<file path="config.mk">
export PLATFORM = sky130hd
export DESIGN_NAME = maxpool_relu2
export DESIGN_NICKNAME = d
export VERILOG_FILES = /design/src/rtl/maxpool_relu2_pkg.sv /design/src/rtl/maxpool_relu2_ch.sv /design/src/rtl/maxpool_relu2.sv
export SDC_FILE = /design/constraint.sdc
export NUM_CORES = 1
export LEC_CHECK = 0
export ABC_AREA = 0
export BUFFER_PORTS_ARGS = -buffer_cell sky130_fd_sc_hd__buf_2
export CORE_MARGIN = 2
export CORE_UTILIZATION = 30
export CTS_CLUSTER_DIAMETER = 30
export DETAILED_ROUTE_END_ITERATION = 7
export PLACE_DENSITY_LB_ADDON = 0.1
export SLEW_MARGIN = 25
export SYNTH_ARGS = -nofsm -noshare
export SYNTH_HDL_FRONTEND = slang
export SYNTH_SLANG_ARGS = --single-unit
</file>
<file path="constraint.sdc">
create_clock -name clk -period 4.3 [get_ports clk]
set_input_delay 0.43 -clock clk [delete_from_list [all_inputs] [get_ports clk]]
set_output_delay 0.43 -clock clk [all_outputs]
set_load 0.01 [all_outputs]
</file>
<file path="src/rtl/maxpool_relu2_pkg.sv">
// Shared CNN definitions: conv2 output geometry, pooling factor, pixel format
// and the per-beat phase enables the pooling top hands to each channel slice.
package maxpool_relu2_pkg;

    localparam int CONV2_OUT_W = 8;
    localparam int CONV2_OUT_H = 8;
    localparam int POOL        = 2;
    localparam int DATA_BITS   = 12;

    // Signed pixel as produced by conv2 and consumed by the FC input
    typedef logic signed [DATA_BITS-1:0] pixel_t;

    // What a valid beat means for a channel slice, decoded once in the top
    typedef struct packed {
        logic pairLoad;
        logic bufWrite;
        logic outFire;
    } phase_t;

    // Index width that stays legal even for a single-entry range
    function automatic int idxBits(input int entries);
        return (entries > 1) ? $clog2(entries) : 1;
    endfunction

endpackage

</file>
<file path="src/rtl/maxpool_relu2_ch.sv">
// One channel of the 2x2 max-pool + ReLU: horizontal pair register,
// half-row buffer of horizontal maxima, final compare, ReLU and output register.
module maxpool_relu2_ch
    import maxpool_relu2_pkg::*;
#(
    parameter int WIDTH     = maxpool_relu2_pkg::CONV2_OUT_W,
    parameter int DATA_BITS = maxpool_relu2_pkg::DATA_BITS,
    parameter int IDX_W     = idxBits(WIDTH / POOL)
) (
    input  logic                        clk,
    input  logic                        rst_n,
    input  phase_t                      phase_i,
    input  logic [IDX_W-1:0]            bufIdx_i,
    input  logic signed [DATA_BITS-1:0] pix_i,
    output logic signed [DATA_BITS-1:0] maxValue_o
);

    localparam int HALF_W = WIDTH / POOL;

    logic signed [DATA_BITS-1:0] pair_q;
    logic signed [DATA_BITS-1:0] halfRow_q [HALF_W];
    logic signed [DATA_BITS-1:0] maxValue_q;

    logic signed [DATA_BITS-1:0] horizMax;
    logic signed [DATA_BITS-1:0] bufEntry;
    logic signed [DATA_BITS-1:0] windowMax;
    logic signed [DATA_BITS-1:0] reluVal;

    // Horizontal max of the current pair, vertical max against the upper row, then clamp negatives
    always_comb begin
        bufEntry  = halfRow_q[bufIdx_i];
        horizMax  = (pair_q > pix_i) ? pair_q : pix_i;
        windowMax = (horizMax > bufEntry) ? horizMax : bufEntry;
        reluVal   = windowMax[DATA_BITS-1] ? '0 : windowMax;
    end

    // Left pixel of each horizontal pair waits here for its right neighbour
    always_ff @(posedge clk or negedge rst_n) begin
        if (!rst_n) begin
            pair_q <= '0;
        end else if (phase_i.pairLoad) begin
            pair_q <= pix_i;
        end
    end

    // Even rows park their horizontal maxima until the odd row below arrives
    always_ff @(posedge clk or negedge rst_n) begin
        if (!rst_n) begin
            for (int i = 0; i < HALF_W; i++) begin
                halfRow_q[i] <= '0;
            end
        end else if (phase_i.bufWrite) begin
            halfRow_q[bufIdx_i] <= horizMax;
        end
    end

    // Result register updates only when a window closes and holds otherwise
    always_ff @(posedge clk or negedge rst_n) begin
        if (!rst_n) begin
            maxValue_q <= '0;
        end else if (phase_i.outFire) begin
            maxValue_q <= reluVal;
        end
    end

    assign maxValue_o = maxValue_q;

endmodule

</file>
<file path="src/rtl/maxpool_relu2.sv">
// 2x2 stride-2 max-pool followed by ReLU over three conv2 channels that share
// one valid. Raster counters and the output strobe live here; each channel's
// datapath lives in its own slice.
module maxpool_relu2
    import maxpool_relu2_pkg::*;
#(
    parameter int WIDTH     = maxpool_relu2_pkg::CONV2_OUT_W,
    parameter int HEIGHT    = maxpool_relu2_pkg::CONV2_OUT_H,
    parameter int DATA_BITS = maxpool_relu2_pkg::DATA_BITS
) (
    input  logic                        clk,
    input  logic                        rst_n,
    input  logic                        valid_in,
    input  logic signed [DATA_BITS-1:0] conv_out_1,
    input  logic signed [DATA_BITS-1:0] conv_out_2,
    input  logic signed [DATA_BITS-1:0] conv_out_3,
    output logic signed [DATA_BITS-1:0] max_value_1,
    output logic signed [DATA_BITS-1:0] max_value_2,
    output logic signed [DATA_BITS-1:0] max_value_3,
    output logic                        valid_out_relu
);

    localparam int HALF_W = WIDTH / POOL;
    localparam int IDX_W  = idxBits(HALF_W);
    localparam int COL_W  = idxBits(WIDTH);
    localparam int ROW_W  = idxBits(HEIGHT);

    logic [COL_W-1:0] col_q;
    logic [COL_W-1:0] col_d;
    logic [ROW_W-1:0] row_q;
    logic [ROW_W-1:0] row_d;
    logic             strobe_q;
    phase_t           phase;
    logic [IDX_W-1:0] bufIdx;

    // Raster position advances per valid beat, wrapping into the next frame without a gap
    always_comb begin
        col_d = col_q;
        row_d = row_q;
        if (valid_in) begin
            if (col_q == COL_W'(WIDTH - 1)) begin
                col_d = '0;
                row_d = (row_q == ROW_W'(HEIGHT - 1)) ? '0 : row_q + ROW_W'(1);
            end else begin
                col_d = col_q + COL_W'(1);
            end
        end
    end

    // Decode what this beat does inside its 2x2 window, shared by all channels
    always_comb begin
        phase.pairLoad = valid_in & ~col_q[0];
        phase.bufWrite = valid_in &  col_q[0] & ~row_q[0];
        phase.outFire  = valid_in &  col_q[0] &  row_q[0];
        bufIdx         = IDX_W'(col_q >> 1);
    end

    // Counter state plus a one-cycle strobe aligned with the channel result registers
    always_ff @(posedge clk or negedge rst_n) begin
        if (!rst_n) begin
            col_q    <= '0;
            row_q    <= '0;
            strobe_q <= 1'b0;
        end else begin
            col_q    <= col_d;
            row_q    <= row_d;
            strobe_q <= phase.outFire;
        end
    end

    assign valid_out_relu = strobe_q;

    maxpool_relu2_ch #(
        .WIDTH     (WIDTH),
        .DATA_BITS (DATA_BITS),
        .IDX_W     (IDX_W)
    ) u_ch1 (
        .clk        (clk),
        .rst_n      (rst_n),
        .phase_i    (phase),
        .bufIdx_i   (bufIdx),
        .pix_i      (conv_out_1),
        .maxValue_o (max_value_1)
    );

    maxpool_relu2_ch #(
        .WIDTH     (WIDTH),
        .DATA_BITS (DATA_BITS),
        .IDX_W     (IDX_W)
    ) u_ch2 (
        .clk        (clk),
        .rst_n      (rst_n),
        .phase_i    (phase),
        .bufIdx_i   (bufIdx),
        .pix_i      (conv_out_2),
        .maxValue_o (max_value_2)
    );

    maxpool_relu2_ch #(
        .WIDTH     (WIDTH),
        .DATA_BITS (DATA_BITS),
        .IDX_W     (IDX_W)
    ) u_ch3 (
        .clk        (clk),
        .rst_n      (rst_n),
        .phase_i    (phase),
        .bufIdx_i   (bufIdx),
        .pix_i      (conv_out_3),
        .maxValue_o (max_value_3)
    );

endmodule

</file>
After elaboration in Yosys (flattened, before gate mapping)

Cells that the tools add are included.

Bits of input ports: 39
Output and inout port bits: 37
Register bits after elaboration: 223

Equality and inequality tests: 2
Order comparisons: 8
Bitwise logic cells: 7
Reductions and logical operators: 2
Add/sub/neg operators: 2
Muxes and demuxes: 25

Operators by type and width:

| cell                  | count |
|---|---|
| $mux W12              | 13 |
| $bwmux W48            | 3 |
| $bmux W12 S2          | 3 |
| $gt A12 B12 Y1        | 6 |
| $mux W11              | 3 |
| $demux W12 S2         | 1 |
| $add A3 B1 Y3 const B | 2 |
| $eq A3 B3 Y1 const B  | 2 |
| $mux W3               | 2 |
| $and A1 B1 Y1         | 4 |
| $ge A3 B3 Y1 const B  | 1 |
| $lt A3 B1 Y1 const B  | 1 |
| $not A2 Y3            | 1 |
| $not A1 Y1            | 2 |
| $reduce_and A2 Y1     | 1 |
| $logic_and A1 B1 Y1   | 1 |

Logic depth before layout (Yosys ltp)

Gate-level depths: netlist of the first run.

Depth in word-level cells: 7
Mapped depth: 21
Depth with buffers taken out: 17

Modules after synthesis

Synthesis of the first run repeated with hierarchy kept, for this count alone.

Cells, all modules: 1,179
Area total of the unflattened synthesis: 12,662.1 µm²

By module, submodules not included:

| module                        | area each (µm²) | cells each | times used | seq. area each (µm²) |
|---|---|---|---|---|
| maxpool_relu2_ch at u_ch1 ... | 4,287.9         | 402        | 2          | 1,776.7 |
| maxpool_relu2_ch at u_ch3     | 3,751.1         | 349        | 1          | 1,776.7 |
| maxpool_relu2                 | 335.3           | 26         | 1          | 175.2 |

Worst setup path before layout of the first run

OpenSTA, ideal clock, no wires.

Path type: input to register
Start point: input conv_out_3[11]
End point: register u_ch3.maxValue_q[1], in the netlist u_ch3.maxValue_o[1]
Buffers on the path: 4
Setup slack: 0.140 ns
Arrival time: 4.034 ns
Cell stages on the path: 20
Library setup time: 0.126 ns
Path through: clkbuf_1 -> inv_1 -> ha_1 -> nand4_1 -> a211oi_1 -> o31a_1 -> buf_6 -> clkbuf_1 -> nor2_1 -> a21oi_1 -> inv_1 -> ha_1 -> nand4_1 -> nor2_1 -> a21boi_0 -> nand4bb_1 -> o211ai_1 -> and3_1 -> clkbuf_1 -> a221o_1

Longest elaborated chain between the ends: 5

Ends and longest elaborated chain:

| item                   | line                   | source |
|---|---|---|
| start, declared        | maxpool_relu2.sv:16    | `input logic signed [DATA_BITS-1:0] conv_out_3,` |
| $gt A12 B12 Y1         | maxpool_relu2_ch.sv:32 | `horizMax = (pair_q > pix_i) ? pair_q : pix_i;` |
| $mux W12 (*)           | maxpool_relu2_ch.sv:32 |  |
| net u_ch3.horizMax[11] | maxpool_relu2_ch.sv:24 | `logic signed [DATA_BITS-1:0] horizMax;` |
| $gt A12 B12 Y1         | maxpool_relu2_ch.sv:33 | `windowMax = (horizMax > bufEntry) ? horizMax : bufEntry;` |
| $mux W12 (*)           | maxpool_relu2_ch.sv:33 |  |
| $mux W11 (*)           | maxpool_relu2_ch.sv:34 | `reluVal = windowMax[DATA_BITS-1] ? '0 : windowMax;` |
| end signal, assigned   | maxpool_relu2_ch.sv:62 | `maxValue_q <= reluVal;` |
| end, declared          | maxpool_relu2_ch.sv:22 | `logic signed [DATA_BITS-1:0] maxValue_q;` |

Mark *: on every way through the listed nets, which the timed path passes. The rest lies on a longest branch.
A chain may end at the register's enable or synchronous reset.

Worst setup path in the final report of the first run

Start point: register u_ch1.pair_q[11]
End point: register u_ch1.maxValue_q[7], in the netlist u_ch1.maxValue_o[7]

Longest elaborated chain between the ends: 5

Ends and longest elaborated chain:

| item                   | line                   | source |
|---|---|---|
| start, declared        | maxpool_relu2_ch.sv:20 | `logic signed [DATA_BITS-1:0] pair_q;` |
| start signal, assigned | maxpool_relu2_ch.sv:42 | `pair_q <= pix_i;` |
| $gt A12 B12 Y1         | maxpool_relu2_ch.sv:32 |  |
| $mux W12               | maxpool_relu2_ch.sv:32 |  |
| net u_ch1.horizMax[10] | maxpool_relu2_ch.sv:24 |  |
| $gt A12 B12 Y1         | maxpool_relu2_ch.sv:33 |  |
| $mux W12               | maxpool_relu2_ch.sv:33 |  |
| $mux W11               | maxpool_relu2_ch.sv:34 |  |
| end signal, assigned   | maxpool_relu2_ch.sv:62 |  |
| end, declared          | maxpool_relu2_ch.sv:22 |  |

The timed path passes the listed nets, and every way through them passes these cells.

==> results of run 1 <==
-- registers in the layout, summed over array words and instances, names as in the netlist --
name / flops
u_ch3.pair_q: 12
u_ch1.halfRow_q: 48
u_ch1.maxValue_o: 11
u_ch1.pair_q: 12
row_q: 3
u_ch2.pair_q: 12
u_ch3.halfRow_q: 48
u_ch3.maxValue_o: 11
valid_out_relu: 1
col_q: 3
u_ch2.maxValue_o: 11
u_ch2.halfRow_q: 48
-- per-stage QoR --
step           setup WS (ns)  std cells  TNS (ns)  utilization
5_1_grt              -0.0278       1883   -0.0715        0.405
4_1_cts               0.0710       1881         0        0.403
3_3_place_gp          -0.183       1765     -2.00        0.341
2_1_floorplan          0.140       1174         0            -
6_report               0.264       1883         0        0.405
3_5_place_dp          -0.141       1765     -1.47        0.341
-- cells by family (layout without fill, tap and decap cells) --
logic type / after synthesis / count (layout)
flip-flops: 220 / 220
other: 1 / 3
multiplexers: 71 / 71
adder cells (fa/ha/maj): 76 / 76
AND/OR/NAND/NOR: 322 / 322
AO/OA/AOI/OAI: 312 / 312
buffers and inverters: 170 / 368
-- per-layer routing --
layer / part of all wire / up-vias / routed length, um / global-route usage
met5: 0 / - / 0 / 0
met4: 0.019 / 0 / 582 / 0.0551
met1: 0.47 / 4219 / 14800 / 0.219
met2: 0.47 / 130 / 14600 / 0.274
met3: 0.037 / 54 / 1170 / 0.0412
li1: - / 4437 / - / -
-- cells in the mapped netlist, drive strengths merged, types with 15 or more instances --
library cell / instances / share of area
a211oi: 15 / 0.0098
a21oi: 41 / 0.018
a221o: 22 / 0.019
buf: 15 / 0.0081
clkbuf: 55 / 0.018
dfrtp: 220 / 0.48
ha: 76 / 0.083
inv: 99 / 0.032
mux2: 20 / 0.020
mux2i: 27 / 0.024
mux4: 24 / 0.047
nand2: 210 / 0.069
nand4: 17 / 0.0093
nor2: 30 / 0.0098
o21ai: 192 / 0.084
-- power groups by stage --
stage / logic, W / registers, W / clock network (W)
after global routing: 0.00572 / 0.00366 / 0.00528
after floorplan: 0.00331 / 0.00338 / 0
after detailed placement: 0.00500 / 0.00356 / 0
after global placement: 0.00495 / 0.00355 / 0
after CTS: 0.00503 / 0.00354 / 0.00515
final: 0.00497 / 0.00353 / 0.00505
-- critical path: stages, from the launching register on --
cell                        delay [ns]
sky130_fd_sc_hd__dfrtp_1          0.43
sky130_fd_sc_hd__ha_1             0.34
sky130_fd_sc_hd__nand4_1          0.15
sky130_fd_sc_hd__a211oi_1         0.29
sky130_fd_sc_hd__a2111oi_2        0.06
sky130_fd_sc_hd__nor2_1           0.14
sky130_fd_sc_hd__buf_4            0.22
sky130_fd_sc_hd__mux2i_2          0.33
sky130_fd_sc_hd__inv_1            0.10
sky130_fd_sc_hd__ha_1             0.33
sky130_fd_sc_hd__nand4_1          0.17
sky130_fd_sc_hd__a21oi_1          0.08
sky130_fd_sc_hd__a2111oi_2        0.39
sky130_fd_sc_hd__nor4_1           0.09
sky130_fd_sc_hd__mux2_2           0.40
sky130_fd_sc_hd__a221o_1          0.39
-- repair_timing --
action,in CTS,in global routing
resized for setup,1,8
endpoints found under the setup margin,6,31
hold endpoints to repair,0,33
gates cloned,0,0
hold buffers,0,1
-- area by class of cell --
type / count / area [um^2] / share of cell area
sequential: 220 / 5510 / 0.361
tap: 511 / 639 / 0.0420
inverter: 100 / 375 / 0.0246
multi-input combinational: 784 / 5340 / 0.350
clock inverter: 28 / 402 / 0.0264
timing repair buffer: 152 / 1060 / 0.0693
clock buffer: 88 / 1920 / 0.126
-- how the worst max path moves through the flow --
stage / from / endpoint / depth (start not counted)
after detailed placement: conv_out_3[9] / u_ch3.maxValue_o[0] / 17
after global routing: u_ch2.pair_q[11] / u_ch2.maxValue_o[0] / 17
final: u_ch1.pair_q[11] / u_ch1.maxValue_o[7] / 15
after CTS: u_ch3.pair_q[9] / u_ch3.maxValue_o[5] / 15
after floorplan: conv_out_3[11] / u_ch3.maxValue_o[1] / 20
after global placement: conv_out_3[9] / u_ch3.maxValue_o[9] / 17
==> impl_summary.log, run 1 <==
[metrics] routed via count divided by cell count: 4.69
[metrics] number of maximum-capacitance constraint violations: 0
[metrics] Antenna Violating Nets Remaining: 0
[metrics] simple-gate share of the synthesized area: 0.124
[metrics] warning count from the yosys run: 0
[metrics] vias in the first global route: 9,526
[metrics] Chip Width: 199 um
[metrics] cell depth of the worst flop-to-flop path: 15
[metrics] transition at the pin with the smallest max-transition slack: 0.573 ns
[metrics] die span in y: 199 um
[metrics] Internal Dissipation: 0.00889 W
[metrics] power dissipated by switching net loads: 0.00465 W
[metrics] Synth Area in Compound Gates: 0.162
[metrics] aggregate routed wire length: 31,100 um
[metrics] Total Power: 0.0135 W
[metrics] xor and xnor fraction of the mapped netlist area: 0
[metrics] Max Root-Sink Buffers: 3
[metrics] flop and latch count out of synthesis: 220
[metrics] Worst-Skew Late Latency: 0.56 ns
[metrics] Setup Crit Path Kind: flip-flop to flip-flop
[metrics] per-instance average area after synthesis: 9.77 um^2
[metrics] post-route cell area: 15,200 um^2
[metrics] combinational family with the most area after synthesis: compound AO/OA/AOI/OAI gates
[metrics] maximum fanout along the worst path: 11
[metrics] clock tree root driver cell: sky130_fd_sc_hd__clkbuf_16
[metrics] distinct cell type count of the synthesized netlist: 49
[metrics] number of nets in the layout: 1,440
[metrics] clock edge transition at the registers on the reported setup and hold paths: 0.04 ns
[metrics] Final setup viols: 0
[metrics] required time of the critical path: 4.73 ns
[metrics] Fin Hold WS: 0.162 ns
[metrics] most frequent cells in the layout: sky130_fd_sc_hd__dfrtp_1, sky130_fd_sc_hd__nand2_1, sky130_fd_sc_hd__o21ai_0
[metrics] hold violation total from the final report: 0
[metrics] type of the most critical hold path: input port to flip-flop
[metrics] area added between synthesis and finish: 33.0%
[metrics] # port buffers: 72
[metrics] fillcell total: 3,815
[metrics] end of the worst register-to-register path: u_ch1.maxValue_o[7]
[metrics] share of final-layout standard cells stronger than drive strength 1: 0.239
[metrics] peak supply drop: 341 uV
[metrics] initial core utilization: 0.304
[metrics] Post-synth EDFFs: 0
[metrics] status: finished clean
[metrics] sequential fraction of the synthesis area: 0.481
[metrics] fraction of power consumed by combinational cells: 0.367
[metrics] total vias in the final route: 8,840
[metrics] startpoint of the worst register-to-register path: u_ch1.pair_q[11]
[metrics] DRC errors left: 0
[metrics] crit path launch type: flip-flop
[metrics] most common library cell in the layout ignoring fill and taps: sky130_fd_sc_hd__dfrtp_1
[metrics] DRT iter0 DRCs: 290
[metrics] Sw Share: 0.344
[metrics] multiplexer share of the synthesized area: 0.0908
[metrics] Leak Pwr: 7.43 nW
[metrics] endpoint kind of the worst setup timing path: flip-flop
[metrics] wire length of the first global-routing pass: 51,800 um
[metrics] Pwr per Cell Area: 889 nW/um^2
[metrics] hold wc startpoint: conv_out_1[0]
[metrics] largest net degree at the start of global routing: 113
[metrics] number of antenna violations at the first check in global routing: 0
[metrics] GRT Overall Usage: 0.168
[metrics] # H-tree levels: 3
[metrics] number of cells produced by synthesis: 1,172
[metrics] post-CTS setup buffer count: 0
[metrics] core area: 37,700 um^2
[metrics] Sinks on Clock Net: 220
[metrics] f_max: 248 MHz
[metrics] placement-stage cell area: 12,800 um^2
[metrics] Synth Area in Adders: 0.0830
[metrics] total die area: 39,800 um^2
[metrics] fraction of power consumed by the clock network: 0.373
[metrics] number of optimization iterations in the first detailed-route pass: 6
[metrics] detailed-route wire length per cell: 16.5 um
[metrics] CTS tree: yes
[metrics] global route overflow: 0
[metrics] post-synthesis async set-or-reset flop share: 1.00
[metrics] share of the cycle needed by the critical path after routing: 0.939
[metrics] headroom to the max-slew limit: 0.617
[metrics] count of final max-slew check failures: 0
[metrics] shortest period the worst path allows: 4.04 ns
[metrics] sink of the worst hold path: u_ch1.pair_q[0]
[metrics] data arrival time of the critical path: 4.46 ns
[metrics] number of placed I/O pins: 76
[metrics] cts bufs inserted: 67
[metrics] top_reg_cell synth: sky130_fd_sc_hd__dfrtp_1
[metrics] number of rows created at floorplan: 71
[metrics] routability congestion estimate: 0.820
[metrics] share of power burned in registers: 0.261
[metrics] clk_skew: 0.0267 ns
[metrics] count of inserted antenna diode cells: 0
[metrics] Syn Std Cell Area: 11,500 um^2
[metrics] number of stages on the worst hold path: 2
[metrics] HPWL after DPL: 21,000 um
[metrics] flop-to-flop setup slack: 0.26 ns
Note: power is estimated with default switching activity, not from simulation.
==> run 2, diff against run 1 <==
--- a/config.mk
+++ b/config.mk
@@ -7,7 +7,6 @@
 export LEC_CHECK = 0
 export ABC_AREA = 0
 export BUFFER_PORTS_ARGS = -buffer_cell sky130_fd_sc_hd__buf_2
-export CORE_MARGIN = 2
 export CORE_UTILIZATION = 30
 export CTS_CLUSTER_DIAMETER = 30
 export DETAILED_ROUTE_END_ITERATION = 7
==> impl_summary.log, run 2 (synthesis gave the netlist of run 1 again) <==
[metrics] aggregate routed wire length: 31,200 um (+0.22%)
[metrics] Sinks on Clock Net: 220 (unchanged)
[metrics] required time of the critical path: 4.74 ns (about the same)
[metrics] post-route cell area: 15,600 um^2 (+2.1%)
[metrics] cts bufs inserted: 73 (+9.0%)
[metrics] Pwr per Cell Area: 909 nW/um^2 (+2.2%)
[metrics] fillcell total: 3,646 (-4.4%)
[metrics] number of antenna violations at the first check in global routing: 0 (unchanged)
[metrics] type of the most critical hold path: input port to flip-flop
[metrics] crit path launch type: flip-flop
[metrics] HPWL after DPL: 20,900 um (-0.42%)
[metrics] TNS Setup: 0 ns (unchanged)
[metrics] # port buffers: 72 (unchanged)
[metrics] cell with the largest stage delay on the worst path: sky130_fd_sc_hd__dfrtp_2
[metrics] GRT Overall Usage: 0.167 (-0.00112)
[metrics] Worst-Skew Late Latency: 0.57 ns (about the same)
[metrics] number of rows created at floorplan: 71 (unchanged)
[metrics] Leak Pwr: 7.53 nW (+1.4%)
[metrics] core area: 37,600 um^2 (-0.24%)
[metrics] f_max: 240 MHz (-3.2%)
[metrics] largest net degree at the start of global routing: 113 (unchanged)
[metrics] largest registers: u_ch1.halfRow_q (48), u_ch2.halfRow_q (48), u_ch3.halfRow_q (48)
[metrics] Antenna Violating Nets Remaining: 0 (unchanged)
[metrics] crit path cell chain: ha_4 > nor2b_1 > o211ai_1 > a211oi_2 > a2111oi_2 > nor2_1 > buf_4 > mux2i_4 > inv_2 > ha_4 > nor2b_1 > o211ai_1 > a211oi_2 > a2111oi_4 > buf_4 > nor4_4 > mux2_2 > a221o_1
[metrics] DRT iter0 DRCs: 363 (+25%)
[metrics] wire length of the first global-routing pass: 50,700 um (-2.1%)
[metrics] peak supply drop: 318 uV (-6.7%)
[metrics] Max Root-Sink Buffers: 3 (unchanged)
[metrics] headroom to the max-slew limit: 0.371 (-0.245)
[metrics] power dissipated by switching net loads: 0.00490 W (+5.3%)
[metrics] fraction of power consumed by the clock network: 0.387 (+0.014)
[metrics] flop-to-flop setup slack: 0.13 ns (-0.13 ns)
[metrics] number of optimization iterations in the first detailed-route pass: 4 (-2)
[metrics] share of the cycle needed by the critical path after routing: 0.970 (+0.0311)
[metrics] # H-tree levels: 3 (unchanged)
[metrics] maximum fanout along the worst path: 5 (-6)
[metrics] share of power burned in registers: 0.249 (-0.012)
[metrics] DRC errors left: 0 (unchanged)
[metrics] sink of the worst hold path: u_ch2.pair_q[0]
[metrics] Final setup viols: 0 (unchanged)
[metrics] total die area: 39,000 um^2 (-2.0%)
[metrics] number of buffers and inverters on the critical path: 3 (+1)
[metrics] instance count after placement with tap cells included: 1,757 (-0.45%)
[metrics] routability congestion estimate: 0.796 (-2.9%)
[metrics] clk_skew: 0.0233 ns (-0.00341 ns)
[metrics] initial core utilization: 0.305 (+0.000719)
[metrics] detailed-route wire length per cell: 16.5 um (-0.51%)
[metrics] data arrival time of the critical path: 4.61 ns (+0.15 ns)
[metrics] end of the worst register-to-register path: u_ch1.maxValue_o[8]
[metrics] Finished Layout Cells: 1,897 (+0.74%)
[metrics] count of inserted antenna diode cells: 0 (unchanged)
[metrics] count of final max-slew check failures: 0 (unchanged)
[metrics] status: finished clean
[metrics] placement-stage cell area: 12,800 um^2 (-0.66%)
[metrics] Fin Hold WS: 0.152 ns (-0.00935 ns)
[metrics] most common library cell in the layout ignoring fill and taps: sky130_fd_sc_hd__dfrtp_1
[metrics] hold wc startpoint: conv_out_2[0]
[metrics] hold violation total from the final report: 0 (unchanged)
[metrics] transition at the pin with the smallest max-transition slack: 0.943 ns (+0.370 ns)
[metrics] number of placed I/O pins: 76 (unchanged)
[metrics] most frequent cells in the layout: sky130_fd_sc_hd__dfrtp_1, sky130_fd_sc_hd__nand2_1, sky130_fd_sc_hd__o21ai_0
[metrics] Internal Dissipation: 0.00924 W (+3.9%)
[metrics] number of cells on the critical path: 18 (+3)
[metrics] global route overflow: 0 (unchanged)
[metrics] shortest period the worst path allows: 4.17 ns (+0.134 ns)
[metrics] number of nets in the layout: 1,444 (+0.28%)
[metrics] vias in the first global route: 9,169 (-3.7%)
[metrics] cell family with the largest share of critical-path delay: compound AO/OA/AOI/OAI gates
[metrics] Sw Share: 0.347 (+0.00316)
[metrics] total vias in the final route: 8,917 (+0.87%)
[metrics] number of stages on the worst hold path: 2 (unchanged)
[metrics] Chip Width: 197 um (-1.0%)
[metrics] clock tree root driver cell: sky130_fd_sc_hd__clkbuf_16
[metrics] endpoint kind of the worst setup timing path: flip-flop
[metrics] fraction of power consumed by combinational cells: 0.364 (-0.003)
[metrics] routed via count divided by cell count: 4.70 (+0.13%)
[metrics] Setup Crit Path Kind: flip-flop to flip-flop
[metrics] startpoint of the worst register-to-register path: u_ch1.pair_q[1]
[metrics] die span in y: 197 um (-1.0%)
[metrics] clock edge transition at the registers on the reported setup and hold paths: 0.04 ns (about the same)
[metrics] area added between synthesis and finish: 35.8%
[metrics] cell depth of the worst flop-to-flop path: 18 (+3)
[metrics] Largest stage delay, worst path: 0.42 ns (about the same)
[metrics] share of final-layout standard cells stronger than drive strength 1: 0.258 (+0.0192)
[metrics] number of maximum-capacitance constraint violations: 0 (unchanged)
[metrics] CTS tree: yes
## run 2: worst reg2reg max path: cells and delay by family, from the launching register on
kind            cells  cell delay [ns]
compound gates      7             1.83
flops               1             0.42
buf+inv             3             0.45
mux                 2             0.51
fa+ha+maj           2             0.46
simple gates        4             0.39
## run 2: metrics by stage
| stage | total power [W] | util | worst slack, ns |
|---|---|---|---|
| after global routing | 0.0152 | 0.414 | -0.0448 |
| after CTS | 0.0141 | 0.408 | 0.0111 |
| after global placement | 0.00846 | 0.340 | -0.346 |
| after floorplan | 0.00669 | - | 0.140 |
| after detailed placement | 0.00851 | 0.340 | -0.296 |
| final | 0.0141 | 0.414 | 0.131 |
## run 2: worst max path at each step
| stage | startpoint | to | slack, ns |
|---|---|---|---|
| 5_1_grt | u_ch1.pair_q[1] | u_ch1.maxValue_o[0] | -0.04 |
| 4_1_cts | u_ch3.pair_q[9] | u_ch3.maxValue_o[4] | 0.01 |
| 2_1_floorplan | conv_out_3[11] | u_ch3.maxValue_o[1] | 0.14 |
| 3_3_place_gp | conv_out_3[9] | u_ch3.maxValue_o[7] | -0.35 |
| 3_5_place_dp | conv_out_3[9] | u_ch3.maxValue_o[7] | -0.30 |
| 6_report | u_ch1.pair_q[1] | u_ch1.maxValue_o[8] | 0.13 |
## run 2: layout make-up
type	instances	area [um^2]	share of cell area
clock buffers	95	2080	0.134
clock inverters	37	488	0.0314
inverters	100	378	0.0243
multi-input cells	785	5470	0.352
flip-flops and latches	220	5510	0.354
well taps	511	639	0.0411
repair buffers	149	988	0.0635
## run 2: repair_timing
action,CTS,global route
resized for setup,2,29
endpoints found under the hold margin,0,1
pin swaps,0,9
endpoints found under the setup margin,11,33
cloned,0,1
buffers inserted,0,6
hold buffers,0,1
## run 2: metal layers
metal	up-vias	GRT usage	routed length [um]
li1	4450	-	-
met1	4256	0.228	15100
met2	161	0.258	14300
met3	50	0.0353	1230
met4	0	0.0675	625
met5	-	0	0
## run 2: power groups by stage
stage | clock, W | sequential [W] | combinational, W
floorplan | 0 | 0.00338 | 0.00331
global placement | 0 | 0.00354 | 0.00492
detailed placement | 0 | 0.00355 | 0.00496
CTS | 0.00557 | 0.00353 | 0.00499
global route | 0.00571 | 0.00365 | 0.00584
finish | 0.00547 | 0.00353 | 0.00514
